<file path="src/rtl/mem_access_ctrl.sv">
// mem_access_ctrl: M-stage req/ack sequencer in front of a multi-cycle data RAM.
// Build option MEM_TIMEOUT_EN adds a wait counter that aborts an ACCESS after TIMEOUT cycles.
module mem_access_ctrl #(
    parameter int TIMEOUT = 16,
    parameter int CNT_W = 5
) (
    input  logic        clk,
    input  logic        rst,
    input  logic        MemReadM,
    input  logic        MemWriteM,
    input  logic [31:0] ALUOutM,
    input  logic [31:0] WriteDataM,
    output logic        ram_req,
    output logic        ram_we,
    output logic [31:0] ram_addr,
    output logic [31:0] ram_wdata,
    input  logic        ram_ack,
    input  logic [31:0] ram_rdata,
    output logic [31:0] RD_RAM,
    output logic        StallM,
    output logic        MemErrM
);
    typedef enum logic [1:0] {IDLE, ACCESS, DONE} state_t;

    state_t state, state_nx;
    logic   mem_op;
    logic   launch;
    logic   finish;
    logic   abort;

    if (TIMEOUT < 1 || TIMEOUT > (2 ** CNT_W) - 1) begin : g_bad_timeout
        $error("TIMEOUT must be between 1 and 2**CNT_W-1");
    end

    assign mem_op = MemReadM | MemWriteM;
    assign launch = (state == IDLE) && mem_op;
    assign finish = (state == ACCESS) && (ram_ack || abort);

`ifdef MEM_TIMEOUT_EN
    logic [CNT_W-1:0] cnt;

    // An ack in the last allowed cycle takes priority over the abort.
    assign abort = (state == ACCESS) && !ram_ack && (cnt == CNT_W'(TIMEOUT - 1));

    // Wait counter: cleared while idle, counts every ACCESS cycle.
    always_ff @(posedge clk or posedge rst) begin
        if (rst)
            cnt <= '0;
        else
            cnt <= (state == ACCESS) ? cnt + 1'b1 : '0;
    end

    // Error flag is raised only for the DONE cycle that follows an abort.
    always_ff @(posedge clk or posedge rst) begin
        if (rst)
            MemErrM <= 1'b0;
        else
            MemErrM <= abort;
    end
`else
    assign abort   = 1'b0;
    assign MemErrM = 1'b0;
`endif

    // State register.
    always_ff @(posedge clk or posedge rst) begin
        if (rst)
            state <= IDLE;
        else
            state <= state_nx;
    end

    // Next state and stall: DONE always returns to IDLE so a held strobe cannot relaunch the same op.
    always_comb begin
        state_nx = (state == IDLE)   ? (mem_op ? ACCESS : IDLE) :
                   (state == ACCESS) ? ((ram_ack || abort) ? DONE : ACCESS) : IDLE;
        StallM   = (state == ACCESS) || launch;
    end

    // RAM request side and load result; address/data/we only change at launch so they hold under req.
    always_ff @(posedge clk or posedge rst) begin
        if (rst) begin
            ram_req   <= 1'b0;
            ram_we    <= 1'b0;
            ram_addr  <= '0;
            ram_wdata <= '0;
            RD_RAM    <= '0;
        end else if (launch) begin
            ram_req   <= 1'b1;
            ram_we    <= MemWriteM;
            ram_addr  <= ALUOutM;
            ram_wdata <= WriteDataM;
        end else if (finish) begin
            ram_req   <= 1'b0;
            RD_RAM    <= ram_we ? RD_RAM : (ram_ack ? ram_rdata : 32'h0000_0000);
        end
    end
endmodule

</file>
<file path="config.mk">
export PLATFORM = sky130hd
export DESIGN_NAME = mem_access_ctrl
export DESIGN_NICKNAME = d
export VERILOG_FILES = /design/src/rtl/mem_access_ctrl.sv
export SDC_FILE = /design/constraint.sdc
export NUM_CORES = 1
export LEC_CHECK = 0
export ABC_AREA = 1
export CORE_AREA = 3 3 100 122
export DETAILED_ROUTE_END_ITERATION = 6
export DIE_AREA = 0 0 103 125
export GPL_TIMING_DRIVEN = 1
export PLACE_DENSITY = 0.75
export SLEW_MARGIN = 0
export SYNTH_ARGS = -nofsm -noshare
export SYNTH_HDL_FRONTEND = slang
export SYNTH_SLANG_ARGS = --single-unit
</file>
<file path="constraint.sdc">
create_clock -name clk -period 3.3 [get_ports clk]
set_clock_uncertainty 0.2 [all_clocks]
set_input_delay 0.66 -clock clk [delete_from_list [all_inputs] [get_ports clk]]
set_output_delay 0.66 -clock clk [all_outputs]
set_load 0.005 [all_outputs]
</file>
# Word-level counts from Yosys, hierarchy flattened
# Index checks and enable logic that the tools add are counted.
dict set report totals {
  regBits 100
  output_inout_bits 100
  elab_cells 23
}
dict set report classes {
  n_eq_ne 1
  muxes 7
  bitwise 3
  n_reduce_logical 6
}
# op count
set op_table {}
lappend op_table {{$mux W32} 1}
lappend op_table {{$mux W2} 3}
lappend op_table {{$mux W1} 3}
lappend op_table {{$reduce_and A3 Y1} 1}
lappend op_table {{$eq A2 B1 Y1 const B} 1}
lappend op_table {{$logic_and A1 B1 Y1} 2}
lappend op_table {{$logic_not A2 Y1} 1}
lappend op_table {{$not A1 Y1} 2}
lappend op_table {{$reduce_bool A2 Y1} 1}
lappend op_table {{$logic_or A1 B1 Y1} 1}
lappend op_table {{$or A1 B1 Y1} 1}

# Longest topological paths before layout
# Gate-level depths: netlist of run 1.
dict set report depth {
  depth_word 4
  depth_mapped 6
  depth_no_buf 4
}

# Least setup slack after synthesis of run 1
# OpenSTA, ideal clock, no wires.
dict set report synth_path {
  path_type {input port to output port}
  start {input MemWriteM}
  end {output StallM}
  arrival_ps 1300
  t_required_ps 2440
  setup_slack_ps 1140
  stages 5
  n_path_buf 2
  cell_sequence {or2_1 > nand2_2 > buf_6 > buf_6 > nand2_1}
}
dict set report synth_via {
  elab_chain_cells 3
}
# item line
set synth_lines {}
lappend synth_lines {{start, declared} 10} ;# input logic MemWriteM,
lappend synth_lines {{$or A1 B1 Y1} 35} ;# assign mem_op = MemReadM | MemWriteM;
lappend synth_lines {{$logic_and A1 B1 Y1} 36} ;# assign launch = (state == IDLE) && mem_op;
lappend synth_lines {{$logic_or A1 B1 Y1} 77} ;# StallM = (state == ACCESS) || launch;
lappend synth_lines {{end, declared} 20} ;# output logic StallM,
# Every way passes these cells.

# Final worst setup path of run 1
# Same ends and word-level chain as after synthesis.

==> run metrics, run 1 <==
switching power 1.801 mW; synthesized cell area 0.003970 sq mm; Synth cell types 16; Synth area leader dfrtp_1; Reg2Reg Setup Slack 1.43 ns; Worst Hold Class reg2reg; Synth top cells by count nand2_1, dfrtp_1, nand3_1; Critical Path RT 2.44 ns; outcome finished, final reports clean; die height 125 um; headroom to the max-slew limit 51.34%; Critical Path Start Type primary input; TritonRoute pass-1 iters 4; Area growth, synth to finish 57.77%; syn avg cell area 9.148 sq um; sw frac 32.77%; post-synthesis sequential area ratio 63.03%; r2r worst-path depth 3; I/O pins 201; RR Endpoint RD_RAM[21]; Final HPWL DP 7651 um; top-count cell post-synth nand2_1; capture point of the worst path StallM; Synth top area share 63.03%; Residual DRC 0; RePlAce Congestion 0.7236; Post CTS Setup Buffer Count 0; PortBufs 199; setup TNS 0 ns; final period utilization 87.81%; initial drt markers 125; pre-CTS setup slack 0.4357 ns; EDFF count, synth 0; hold path start ram_wdata[27]; ratio of cells with drive above 1 in the final layout 3.680%; hold buffer count at cts 0; Initial Utilization 35.98%; Resize count post-CTS 0; DR WL/cell 14.32 um; Area contributors post-synth dfrtp_1, nand2_1, nand3_1; pwr/cell area 877.6 mW/mm^2; flops & latches, synth 100; largest net degree at the start of global routing 68; RSZ-0062 raised after global routing false; Final Setup Violations 0; # rows 42; cts bufs inserted 9; worst-path fanout max 2; Max Transition Viols Final 0; final worst slack 0.4021 ns; total grt overflow 0; fin nets 722; TritonCTS Sinks 100; final core occ 56.76%; Final min period 2.898 ns; clock root cell clkbuf_16; worst r2r src state[1]; P_int 3.696 mW; Leak 3.029 nW; antenna violations before repair 0; ys flop type dfrtp_1; routed via count 3502; total wire length 10840 um; clk_lat worst skew 0.33 ns; vias per cell 4.626; critical path type in2out; Mapped Nets 535; Worst EP arrival 2.04 ns; Flop pwr share 38.8%; clk buf depth 2; Worst VDD drop 0.3861 mV; Synth warnings 0; clock share of power 17.0%; Worst Setup SP MemWriteM; Die X 103 um; first-pass GRT wire length 17530 um; Peak Freq 345.1 MHz; Mapped Cells 434; Worst Setup End Kind output port; slew at the pin with the worst max-slew slack 0.7298 ns; H-tree Lvls 3; FFs w/ async S/R, synth 100.0%; max-cap violations 0; all-layer global routing usage 16.98%; vias in the first global route 3644; ant diodes 0; combinational cell fraction of total power 44.2%; antenna-violating nets left 0; DIE AREA 0.01288 sq mm; core area 0.01104 sq mm; clk slew on worst S/H paths 0.06 ns; Final Hold Vio Count 0; TritonCTS clock tree done
==> worst max-delay path: stages <==
cell and delay, ns:
clkdlybuf4s50_1 0.42, or2_2 0.34, nand2_2 0.08, nand2_1 0.05, clkdlybuf4s50_1 0.49
==> power groups by stage <==
stage,sequential [mW],combinational (mW),clock (mW)
detailed placement,2.15,2.47,0
finish,2.13,2.43,0.933
floorplan,2.18,0.950,0
CTS,2.14,2.48,0.976
global placement,2.12,2.40,0
global route,2.21,2.70,1.02
==> cells by family (layout without fill, tap and decap cells) <==
family                 count (synthesis)  count (layout)  synth area share, %
buffers and inverters                 64             255                7.690
DFF                                  100             100                63.03
AOI/OAI and AO/OA                     34              34                4.286
other                                  1               1              0.09446
and+or+nand+nor                      235             235                24.90
==> layout by cell type, fill, tap and decap left out, drive strengths merged, types with 2 or more instances in the layout <==
| cell | Yosys | routed |
|---|---|---|
| dfrtp | 100 | 100 |
| buf | 23 | 5 |
| clkinvlp | 0 | 4 |
| o21ai | 34 | 34 |
| nand2 | 166 | 166 |
| nand3 | 65 | 65 |
| inv | 36 | 35 |
| clkdlybuf4s50 | 0 | 199 |
| clkbuf | 5 | 11 |
| nor2 | 2 | 2 |
==> layout make-up <==
class	instances	area, sq um
sequential	100	2502
inverter	36	138.9
timing repair buffer	204	2029
clock buffer	11	232.7
fill	970	4772
tap	132	165.2
clock inverter	4	27.53
multi-input combinational	270	1167
==> how the worst min path moves through the flow <==
stage	end	slack, ns	depth (start not counted)
global placement	ram_wdata[5]	0.25	2
global route	ram_addr[9]	0.29	2
finish	ram_wdata[27]	0.27	2
floorplan	ram_addr[0]	0.26	2
CTS	ram_addr[24]	0.27	2
detailed placement	ram_addr[24]	0.26	2
==> registers in the layout, indices dropped and copies added (netlist names) <==
register	cells
RD_RAM	32
ram_addr	32
ram_req	1
ram_wdata	32
state	2
ram_we	1
==> routing by layer <==
| layer | global-route usage, % | wire [um] | vias up |
|---|---|---|---|
| li1 | - | - | 1723 |
| met3 | 5.515 | 1058 | 18 |
| met1 | 20.41 | 4325 | 1621 |
| met5 | 0 | 0 | - |
| met2 | 28.11 | 5241 | 140 |
| met4 | 6.174 | 212 | 0 |
==> per-stage QoR <==
| step | hold WS [ns] | area [sq um] | total power [mW] | cells |
|---|---|---|---|---|
| floorplan | 0.2649 | 3974 | 3.128 | 434 |
| global placement | 0.2526 | 6003 | 4.528 | 742 |
| detailed placement | 0.2574 | 6003 | 4.618 | 742 |
| CTS | 0.2733 | 6264 | 5.594 | 757 |
| global route | 0.2923 | 6264 | 5.931 | 757 |
| finish | 0.2699 | 6264 | 5.497 | 757 |
Power figures use the tool's default switching activity.
==> inputs of run 2 (changes only) <==
- SLEW_MARGIN: 0 -> 10
==> results of run 2 <==
Final layout, timing and power as in run 1 (identical DEF).
